--- src/rtl/timer_pkg.sv ---
// ----------------------------------------------------------------------------
// timer_pkg
// Shared definitions for the machine timer: register byte offsets, the ctrl
// register bit/field positions, the mtimecmp reset constant, the register
// select enumeration and a helper that packs the ctrl read value.
// ----------------------------------------------------------------------------
package timer_pkg;

   // Register byte offsets (word aligned)
   localparam logic [7:0] OFF_MTIME_LO    = 8'h00;
   localparam logic [7:0] OFF_MTIME_HI    = 8'h04;
   localparam logic [7:0] OFF_MTIMECMP_LO = 8'h08;
   localparam logic [7:0] OFF_MTIMECMP_HI = 8'h0C;
   localparam logic [7:0] OFF_CTRL        = 8'h10;

   // ctrl register layout
   localparam int unsigned CTRL_EN_BIT  = 32'd0;
   localparam int unsigned CTRL_DIV_LSB = 32'd8;
   localparam int unsigned CTRL_DIV_MSB = 32'd15;

   // mtimecmp comes out of reset as all-ones so no interrupt can fire early
   localparam logic [63:0] MTIMECMP_RST = 64'hFFFF_FFFF_FFFF_FFFF;

   typedef enum logic [2:0] {
      REG_NONE        = 3'd0,
      REG_MTIME_LO    = 3'd1,
      REG_MTIME_HI    = 3'd2,
      REG_MTIMECMP_LO = 3'd3,
      REG_MTIMECMP_HI = 3'd4,
      REG_CTRL        = 3'd5
   } reg_sel_t;

   // Build the 32-bit ctrl read value from its fields
   function automatic logic [31:0] ctrl_pack(input logic en, input logic [7:0] div);
      logic [31:0] v;
      v = 32'h0000_0000;
      v[CTRL_EN_BIT] = en;
      v[CTRL_DIV_MSB:CTRL_DIV_LSB] = div;
      return v;
   endfunction

endpackage

--- src/rtl/tick_gen.sv ---
// ----------------------------------------------------------------------------
// tick_gen
// Prescaler for the machine timer. While en=1 an 8-bit counter runs 0..div
// and tick fires on the cycle the counter equals div (every cycle when
// div=0). While en=0 the counter holds and no tick fires. clear forces the
// counter back to 0.
// Ports:
//   clk   in   clock, rising edge
//   rst_n in   synchronous active-low reset
//   en    in   prescaler enable
//   div   in   8-bit terminal count
//   clear in   synchronous counter clear
//   tick  out  one-cycle increment strobe for mtime
// ----------------------------------------------------------------------------
module tick_gen (
   input  logic       clk,
   input  logic       rst_n,
   input  logic       en,
   input  logic [7:0] div,
   input  logic       clear,
   output logic       tick
);

   logic [7:0] cnt_r;
   logic       hit_s;

   // Terminal-count detect; tick is decoded from registered state only so the
   // mtime increment lands on the same edge the counter wraps.
   always_comb begin
      hit_s = (cnt_r == div);
      tick  = en & hit_s;
   end

   // Prescale counter: clear wins, then count/wrap while enabled, else hold
   always_ff @(posedge clk) begin
      if (!rst_n) begin
         cnt_r <= 8'd0;
      end else if (clear) begin
         cnt_r <= 8'd0;
      end else if (en) begin
         if (hit_s) begin
            cnt_r <= 8'd0;
         end else begin
            cnt_r <= cnt_r + 8'd1;
         end
      end else begin
         cnt_r <= cnt_r;
      end
   end

endmodule

--- src/rtl/machine_timer.sv ---
// ----------------------------------------------------------------------------
// machine_timer
// 64-bit machine timer (mtime/mtimecmp) behind a simple register port, with a
// programmable prescaler and a registered level timer-interrupt request.
// Register map: 0x00 mtime_lo, 0x04 mtime_hi, 0x08 mtimecmp_lo,
//               0x0C mtimecmp_hi, 0x10 ctrl (bit0 en, bits[15:8] div).
// Reading mtime_lo snapshots mtime[63:32]; reading mtime_hi returns that
// snapshot, making a lo-then-hi read pair coherent.
// Ports:
//   clk         in   clock, rising edge
//   rst_n       in   synchronous active-low reset
//   bus_sel     in   register access request this cycle
//   bus_we      in   1 = write, 0 = read
//   bus_addr    in   byte address, bits [1:0] ignored
//   bus_wdata   in   write data
//   bus_rdata   out  read data, 0 unless bus_rvalid=1
//   bus_rvalid  out  one-cycle pulse one cycle after a read
//   tm_interupt out  level timer-interrupt request
// ----------------------------------------------------------------------------
module machine_timer
   import timer_pkg::*;
#(
   parameter int unsigned ADDR_W  = 32'd5,
   parameter int unsigned RST_DIV = 32'd0
) (
   input  logic              clk,
   input  logic              rst_n,
   input  logic              bus_sel,
   input  logic              bus_we,
   input  logic [ADDR_W-1:0] bus_addr,
   input  logic [31:0]       bus_wdata,
   output logic [31:0]       bus_rdata,
   output logic              bus_rvalid,
   output logic              tm_interupt
);

   logic [63:0]       mtime_r;
   logic [63:0]       mtimecmp_r;
   logic              en_r;
   logic [7:0]        div_r;
   logic [31:0]       shadow_r;
   logic [31:0]       rdata_r;
   logic              rvalid_r;
   logic              irq_r;

   logic [ADDR_W-1:0] aligned_addr_s;
   reg_sel_t          reg_sel_s;
   logic              wr_s;
   logic              rd_s;
   logic              ctrl_wr_s;
   logic              tick_s;
   logic [31:0]       rd_mux_s;
   logic              unused_addr_s;

   assign unused_addr_s = ^bus_addr[1:0];

   // Address decode and read-data selection
   always_comb begin
      aligned_addr_s = {bus_addr[ADDR_W-1:2], 2'b00};
      case (aligned_addr_s)
         ADDR_W'(OFF_MTIME_LO):    reg_sel_s = REG_MTIME_LO;
         ADDR_W'(OFF_MTIME_HI):    reg_sel_s = REG_MTIME_HI;
         ADDR_W'(OFF_MTIMECMP_LO): reg_sel_s = REG_MTIMECMP_LO;
         ADDR_W'(OFF_MTIMECMP_HI): reg_sel_s = REG_MTIMECMP_HI;
         ADDR_W'(OFF_CTRL):        reg_sel_s = REG_CTRL;
         default:                  reg_sel_s = REG_NONE;
      endcase

      wr_s      = bus_sel & bus_we;
      rd_s      = bus_sel & ~bus_we;
      ctrl_wr_s = wr_s & (reg_sel_s == REG_CTRL);

      case (reg_sel_s)
         REG_MTIME_LO:    rd_mux_s = mtime_r[31:0];
         REG_MTIME_HI:    rd_mux_s = shadow_r;
         REG_MTIMECMP_LO: rd_mux_s = mtimecmp_r[31:0];
         REG_MTIMECMP_HI: rd_mux_s = mtimecmp_r[63:32];
         REG_CTRL:        rd_mux_s = ctrl_pack(en_r, div_r);
         default:         rd_mux_s = 32'h0000_0000;
      endcase
   end

   tick_gen u_tick_gen (
      .clk   (clk),
      .rst_n (rst_n),
      .en    (en_r),
      .div   (div_r),
      .clear (ctrl_wr_s),
      .tick  (tick_s)
   );

   // mtime: a bus write to either half wins over a coincident tick
   always_ff @(posedge clk) begin
      if (!rst_n) begin
         mtime_r <= 64'd0;
      end else if (wr_s && (reg_sel_s == REG_MTIME_LO)) begin
         mtime_r[31:0] <= bus_wdata;
      end else if (wr_s && (reg_sel_s == REG_MTIME_HI)) begin
         mtime_r[63:32] <= bus_wdata;
      end else if (tick_s) begin
         mtime_r <= mtime_r + 64'd1;
      end else begin
         mtime_r <= mtime_r;
      end
   end

   // mtimecmp and ctrl registers
   always_ff @(posedge clk) begin
      if (!rst_n) begin
         mtimecmp_r <= MTIMECMP_RST;
         en_r       <= 1'b0;
         div_r      <= 8'(RST_DIV);
      end else if (wr_s) begin
         case (reg_sel_s)
            REG_MTIMECMP_LO: mtimecmp_r[31:0]  <= bus_wdata;
            REG_MTIMECMP_HI: mtimecmp_r[63:32] <= bus_wdata;
            REG_CTRL: begin
               en_r  <= bus_wdata[CTRL_EN_BIT];
               div_r <= bus_wdata[CTRL_DIV_MSB:CTRL_DIV_LSB];
            end
            default: begin
               mtimecmp_r <= mtimecmp_r;
            end
         endcase
      end else begin
         mtimecmp_r <= mtimecmp_r;
      end
   end

   // Shadow of mtime[63:32], captured by a read of mtime_lo
   always_ff @(posedge clk) begin
      if (!rst_n) begin
         shadow_r <= 32'h0000_0000;
      end else if (rd_s && (reg_sel_s == REG_MTIME_LO)) begin
         shadow_r <= mtime_r[63:32];
      end else begin
         shadow_r <= shadow_r;
      end
   end

   // Read response: one-cycle rvalid pulse, data forced to 0 otherwise
   always_ff @(posedge clk) begin
      if (!rst_n) begin
         rvalid_r <= 1'b0;
         rdata_r  <= 32'h0000_0000;
      end else if (rd_s) begin
         rvalid_r <= 1'b1;
         rdata_r  <= rd_mux_s;
      end else begin
         rvalid_r <= 1'b0;
         rdata_r  <= 32'h0000_0000;
      end
   end

   // Registered interrupt request: unsigned 64-bit compare gated by en
   always_ff @(posedge clk) begin
      if (!rst_n) begin
         irq_r <= 1'b0;
      end else begin
         irq_r <= en_r & (mtime_r >= mtimecmp_r);
      end
   end

   assign bus_rdata   = rdata_r;
   assign bus_rvalid  = rvalid_r;
   assign tm_interupt = irq_r;

endmodule

--- config.mk ---
export PLATFORM = sky130hd
export DESIGN_NAME = machine_timer
export DESIGN_NICKNAME = d
export VERILOG_FILES = /design/src/rtl/timer_pkg.sv /design/src/rtl/tick_gen.sv /design/src/rtl/machine_timer.sv
export SDC_FILE = /design/constraint.sdc
export NUM_CORES = 1
export LEC_CHECK = 0
export CORE_ASPECT_RATIO = 1.4
export CORE_UTILIZATION = 55
export DETAILED_ROUTE_END_ITERATION = 7
export PLACE_DENSITY = 0.75
export SYNTH_ARGS = -nofsm -noshare
export SYNTH_HDL_FRONTEND = slang
export SYNTH_SLANG_ARGS = --single-unit
--- constraint.sdc ---
create_clock -name clk -period 3.3 [get_ports clk]
set_input_delay 0.33 -clock clk [delete_from_list [all_inputs] [get_ports clk]]
set_output_delay 0.33 -clock clk [all_outputs]
set_load 0.01 [all_outputs]
**Word-level counts from Yosys, hierarchy flattened**

Cells that the tools add are included.

- Register bits after elaboration: 211
- Input port bits: 41
- Output and inout port bits: 34

- $add $sub $neg: 2
- Order comparisons: 1
- Equal/unequal tests: 11
- Multiplexer cells: 8
- Bitwise gates (word level): 8
- Reductions and logical operators: 13

Operator list:

| cell | count |
|---|---|
| $pmux W32 S5 | 1 |
| $mux W32 | 3 |
| $add A64 B1 Y64 const B | 1 |
| $ge A64 B64 Y1 | 1 |
| $mux W64 | 1 |
| $pmux W3 S5 | 1 |
| $eq A3 B2 Y1 const B | 4 |
| $reduce_and A2 Y1 | 6 |
| $eq A3 B3 Y1 const B | 3 |
| $add A8 B1 Y8 const B | 1 |
| $eq A8 B8 Y1 | 1 |
| $mux W8 | 1 |
| $eq A3 B1 Y1 const B | 2 |
| $and A1 B1 Y1 | 5 |
| $reduce_bool A2 Y1 | 2 |
| $logic_and A1 B1 Y1 | 3 |
| $logic_not A3 Y1 | 1 |
| $not A1 Y1 | 3 |
| $ne A2 B2 Y1 const B | 1 |
| $reduce_or A2 Y1 | 1 |
| $mux W1 | 1 |

**Longest topological paths before layout**

Gate-level depths: netlist of run 1.

- Depth after elaboration: 6
- Depth in mapped cells: 9
- Gate-level depth less buffers: 8

**Hierarchy**

Synthesis of run 1 repeated with hierarchy kept, for this count alone.

- Cell total of the unflattened synthesis: 1378
- Area, all modules: 11065.6 um2

Modules (own cells, without submodules):

| module | instances | cells each | area an instance (um2) |
|---|---|---|---|
| machine_timer | 1 | 1329 | 10620.2 |
| tick_gen | 1 | 49 | 445.4 |

**Least setup slack after synthesis of run 1**

Ideal clock, no wire load.

- Path type: register -> register
- From: reg mtime_r[10]
- To: reg mtime_r[63]
- Arrival time: 2.370 ns
- Required time: 3.173 ns
- Slack: 0.803 ns
- Cell stages (with the launch flop): 8
- Buffers on the path: 1
- Path through: dfxtp_1 buf_2 nand4_2 or4_4 nor4_4 nand3_2 o211a_1 or3_1

- Cells in the longest elaborated chain, start to end: 3

RTL lines:

| element | RTL line | source |
|---|---|---|
| start: declaration | machine_timer.sv:37 | `logic [63:0] mtime_r;` |
| start signal: assignment | machine_timer.sv:97 | `mtime_r[31:0] <= bus_wdata;` |
| start signal: assignment | machine_timer.sv:101 | `mtime_r <= mtime_r + 64'd1;` |
| start signal: assignment | machine_timer.sv:103 | `mtime_r <= mtime_r;` |
| $add A64 B1 Y64 | machine_timer.sv:101 |  |
| $mux W64 | machine_timer.sv:100 | `end else if (tick_s) begin` |
| $mux W32 | machine_timer.sv:98 | `end else if (wr_s && (reg_sel_s == REG_MTIME_HI)) begin` |

No other way between the ends. The select of a mux whose other input is x is not followed.
A chain may end at the register's enable or synchronous reset.

**Final worst setup path of run 1**

- From: reg mtime_r[3]
- To: reg mtime_r[45]

Same word-level chain as after synthesis.

==> impl_metrics.yaml, run 1 <==
outcome:
  status: "complete, no violations"
timing:
  period_share_pct: 87.88
  tightest_slew_ps: 1134
  max-slew-margin-rel_pct: 24.42
  drv_slew: 0
  clock_skew_ps: 17.66
  min_period_ps: 2900
  hold_viol: 0
  finalSetupViolations: 0
  tns_ps: 0
  grt_setup_unrepaired: "false"
  max_freq_mhz: 344.8
clocking:
  ctsHoldBuffers: 0
  clk_path_buf_depth: 3
  cts_resized: 0
  postCtsSetupRepairBufs: 0
  cts.clk_slew.worst_paths_ps: 60
  cts_tree: "done"
  insertion_delay_ps: 520
  root_buffer: "clkbuf_16"
  cts_buffers: 23
  cts_num_sinks: 211
  htreeDepth: 1
hold_path:
  hold_path.class: "in -> reg"
  whs_path_depth: 2
  min_to: "mtimecmp_r[38]"
  hp-start: "rst_n"
floorplanning:
  die_h_um: 171.7
  dieWidth_um: 123.2
  start_util_pct: 56.57
  ioPinCount: 75
  die_area_sq_mm: 0.02115
  rows: 61
  coreArea_sq_mm: 0.02000
critical_path:
  worst_r2r_endpoint: "mtime_r[45]"
  worstPathRequired_ps: 3730
  cp_max_fo: 7
  timing.rr.start: "mtime_r[3]"
  rrSetupSlack_ps: 400
  worstSetupStartpointType: "register"
  critPathKind: "reg -> reg"
  crit_arrival_ps: 3330
  rr_worst_depth: 7
  cp-end-kind: "register"
global_routing:
  grt_use_total_pct: 36.65
  grt_pass1_vias: 10990
  grt_pass1_wl_um: 59750
  grt_max_degree: 108
  antenna_found_initial: 0
  grt_overflow_total: 0
synthesis:
  synth_top_family_by_area: "compound AO/OA/AOI/OAI gates"
  synth_xor_area_share_pct: 2.865
  synth.area.mux_share_pct: 2.422
  postSynth.asyncResetShare_pct: 0
  synthCells: 1402
  netlist_area_sq_mm: 0.01131
  synth_compound_area_share_pct: 22.22
  synth-adder-area-share_pct: 7.300
  synthFlopType: "dfxtp_1"
  yosys_register_bits: 211
  synth-simple-area-share_pct: 22.10
  synth_edf_count: 0
  yosysUniqueCellTypes: 67
  ys_warn_count: 0
  synth_fp_nets: 1509
  ys_seq_area_share_pct: 37.34
  avgSynthCellArea_sq_um: 8.069
route:
  vias: 11380
  antenna_left: 0
  wirelength_um: 37960
  drt-vias-per-instance: 6.576
  first_pass_iters: 7
  drtIter0Drc: 1091
  drt-wirelength-per-cell_um: 21.94
  route.detailed.drc: 0
placement:
  io_buffers: 72
  place_area_sq_mm: 0.01254
  gp_congestion: 0.9612
  post-dp-hpwl_um: 25960
finish:
  drive_gt1_share_pct: 8.322
  seq_area_sq_mm: 0.004224
  design_area_sq_mm: 0.01334
  fill_cells: 1719
  n_antenna_cell: 0
  fin_nets: 1569
  multiInputGateArea_sq_mm: 0.006477
  area_delta_synth_final_pct: 17.93
  final_cell_mix: "nand2_1, dfxtp_1, a21oi_1"
power:
  p_leak_nw: 5.511
  finalPower_mw: 5.962
  vdd_drop_max_mv: 0.3303
  power_density_mw_per_mm2: 446.9
job:
  max_cap_violations: 0
## through the flow
step	setup WS (ps)	std cells	utilization, %	hold WS [ps]
final	399.9	1730	66.71	151.8
after global routing	300.3	1730	66.71	158.9
after CTS	412.0	1730	66.71	140.2
after detailed placement	463.6	1689	62.70	448.8
after global placement	483.5	1689	62.70	442.1
after floorplan	803.3	1402	-	436.0
## logic make-up (layout without fill, tap and decap cells)
logic type               after synthesis  in the layout
AND/OR/NAND/NOR                      515            515
AO/OA/AOI/OAI                        373            373
flip-flops                           211            211
buffers and inverters                173            249
adder cells (fa/ha/maj)               66             66
XOR/XNOR                              37             37
multiplexers                          27             27
## per-layer routing
| layer | share of wire, % | routed length [um] | GRT usage [%] | up-vias |
|---|---|---|---|---|
| li1 | - | - | - | 5252 |
| met1 | 38 | 14370 | 43.04 | 5381 |
| met2 | 48 | 18320 | 62.25 | 576 |
| met3 | 7.6 | 2891 | 5.968 | 167 |
| met4 | 6.3 | 2373 | 21.42 | 0 |
| met5 | 0 | 0 | 0 | - |
## cell usage after synthesis, types with 17 or more instances
cell,number,share of area [%]
nand2_1,211,7.0
xor2_1,24,1.9
nor3_1,25,1.1
nand4_1,52,2.9
dfxtp_1,211,37
nand3_1,46,2.0
inv_1,75,2.5
clkbuf_1,90,3.0
o21ai_0,36,1.6
a22oi_1,60,4.0
a21oi_1,106,4.7
ha_1,66,7.3
and3_1,17,0.94
nor2_1,80,2.7
o211ai_1,69,4.6
mux2i_1,24,2.1
nor4_1,25,1.4
## critical path, cell delays in order (launching register included)
cell and delay [ps]:
dfxtp_1 420, nand4_2 250, or4_4 630, nor4_4 580
buf_4 230, nand2_1 60, or4_1 470, a31oi_1 160
## worst max path at each step
stage,startpoint,depth (start not counted),to,slack (ps)
final,mtime_r[3],7,mtime_r[45],400
after CTS,mtime_r[3],7,mtime_r[45],410
after global placement,bus_addr[3],7,mtime_r[34],480
after global routing,mtime_r[26],7,mtime_r[62],300
after detailed placement,mtime_r[13],7,mtime_r[45],460
after floorplan,mtime_r[10],7,mtime_r[63],800
## cell type report
type | instances | area share (%)
clock inverter | 7 | 0.8723
clock buffer | 34 | 5.149
multi-input combinational | 1018 | 48.56
sequential | 211 | 31.66
inverter | 75 | 2.110
tap | 252 | 2.364
timing repair buffer | 133 | 9.285
## power breakdown
group	internal, mW	switching, mW	leakage, nW
Combinational	0.204	0.306	3.41
Clock	1.67	1.07	0.393
Sequential	2.61	0.0955	1.71
## sequential cells by signal, summed over array words and instances, names as in the netlist
name,count
mtime_r,64
tm_interupt,1
bus_rvalid,1
u_tick_gen.cnt_r,8
div_r,8
bus_rdata,32
en_r,1
mtimecmp_r,64
shadow_r,32
(Power assumes the default switching activity.)
==> run 2: changes to the inputs <==
Settings changed: PLACE_DENSITY 0.75 to 0.81.
==> impl_metrics.yaml, run 2 (synthesis results as in run 1) <==
finish:
  drive_gt1_share_pct: 7.640
  final_cell_mix: "nand2_1, dfxtp_1, a21oi_1"
  fin_nets: 1560
  reg_top3: "mtime_r x64, mtimecmp_r x64"
  area_delta_synth_final_pct: 16.02
  fill_cells: 1716
  n_antenna_cell: 0
timing:
  tightest_slew_ps: 836.3
  min_period_ps: 2907
  clock_skew_ps: 14.05
  finalSetupViolations: 0
  period_share_pct: 88.09
  drv_slew: 0
  grt_setup_unrepaired: "false"
  tns_ps: 0
  max_freq_mhz: 344.0
  max-slew-margin-rel_pct: 43.73
  setup_slack_ps: 392.9
  hold_viol: 0
outcome:
  status: "complete, no violations"
critical_path:
  path_buf_inv: 1
  worstSetupStartpointType: "register"
  crit_arrival_ps: 3330
  worst_r2r_endpoint: "mtime_r[32]"
  rr_worst_depth: 7
  worst_path_largest_cell_delay_ps: 630
  slowest_stage: "nor4_1"
  rrSetupSlack_ps: 390
  worstPathRequired_ps: 3720
  timing.rr.start: "mtime_r[16]"
  critPathKind: "reg -> reg"
  cp_max_fo: 8
  cp_cell_sequence: "nand4_1, or2_2, nor4_1, buf_4, nand3_1, o31a_1, o32ai_1"
  cp_top_family: "simple AND/OR/NAND/NOR gates"
  cp-end-kind: "register"
global_routing:
  grt_max_degree: 71
  grt_pass1_vias: 11160
  grt_use_total_pct: 35.51
  grt_overflow_total: 0
  grt_pass1_wl_um: 58330
  antenna_found_initial: 0
hold_path:
  min_to: "mtimecmp_r[2]"
  hold_path.class: "in -> reg"
  hp-start: "rst_n"
  whs_path_depth: 2
floorplanning:
  coreArea_sq_mm: 0.02000
  dieWidth_um: 123.2
  start_util_pct: 56.57
  rows: 61
  ioPinCount: 75
  die_h_um: 171.7
  die_area_sq_mm: 0.02115
clocking:
  cts.clk_slew.worst_paths_ps: 60
  cts_num_sinks: 211
  cts_tree: "done"
  cts_buffers: 22
  clk_path_buf_depth: 3
  root_buffer: "clkbuf_16"
  cts_resized: 0
  insertion_delay_ps: 520
  postCtsSetupRepairBufs: 0
  ctsHoldBuffers: 0
  htreeDepth: 1
power:
  finalPower_mw: 5.699
  intPower_mw: 4.272
  vdd_drop_max_mv: 0.4340
  p_leak_nw: 5.417
  clkPwrFrac_pct: 43.8
  p_sw_share_pct: 25.04
  power_density_mw_per_mm2: 434.3
  comb_power_share_pct: 8.5
  power.switching_mw: 1.427
  p_seq_share_pct: 47.6
route:
  first_pass_iters: 6
  drt-vias-per-instance: 6.654
  drt-wirelength-per-cell_um: 21.63
  drtIter0Drc: 1235
  antenna_left: 0
  wirelength_um: 37150
  route.detailed.drc: 0
  vias: 11430
placement:
  post-dp-hpwl_um: 26020
  dp_slack_ps: 490.8
  gp_congestion: 0.9757
  io_buffers: 72
job:
  max_cap_violations: 0
[run 2: through the flow]
stage	area (sq um)	util [%]	cells	hold slack (ps)
2_1_floorplan	11310	-	1402	436.0
3_3_place_gp	12410	62.08	1681	441.4
3_5_place_dp	12410	62.08	1681	450.6
4_1_cts	13120	65.63	1718	143.7
5_1_grt	13120	65.63	1718	159.8
6_report	13120	65.63	1718	146.0
[run 2: power by group through the flow]
stage,clock network [mW],logic (mW),registers [mW]
floorplan,0,0.278,2.74
finish,2.50,0.487,2.72
global placement,0,0.460,2.76
global route,2.61,0.524,2.72
CTS,2.51,0.476,2.71
detailed placement,0,0.472,2.77
[run 2: final cells by class]
class                   instances  area (sq um)  area share, %
flip-flops and latches        211          4224          32.19
multi-input cells            1018          6477          49.36
clock inverters                 9         95.09         0.7246
repair buffers                125          1116          8.504
well taps                     252         315.3          2.403
inverters                      75         281.5          2.145
clock buffers                  28         614.3          4.681
[run 2: worst max path at each step]
stage	from	to	slack (ps)	depth (start not counted)
floorplan	mtime_r[10]	mtime_r[63]	800	7
global placement	mtime_r[16]	mtime_r[32]	550	7
detailed placement	mtime_r[16]	mtime_r[32]	490	7
CTS	mtime_r[16]	mtime_r[32]	440	7
global route	mtime_r[16]	mtime_r[32]	260	7
finish	mtime_r[16]	mtime_r[32]	390	7
[run 2: metal layers]
| metal | vias up | track usage (%) | part of all wire [%] |
|---|---|---|---|
| met5 | - | 0 | 0 |
| met3 | 215 | 6.333 | 8.1 |
| met4 | 0 | 27.08 | 8.2 |
| li1 | 5218 | - | - |
| met2 | 618 | 59.36 | 47 |
| met1 | 5381 | 39.66 | 37 |
[run 2: worst reg2reg max path: stages (launching register included)]
cell     delay (ps)
dfxtp_1         480
nand4_1         370
or2_2           420
nor4_1          630
buf_4           310
nand3_1         130
o31a_1          270
o32ai_1         210
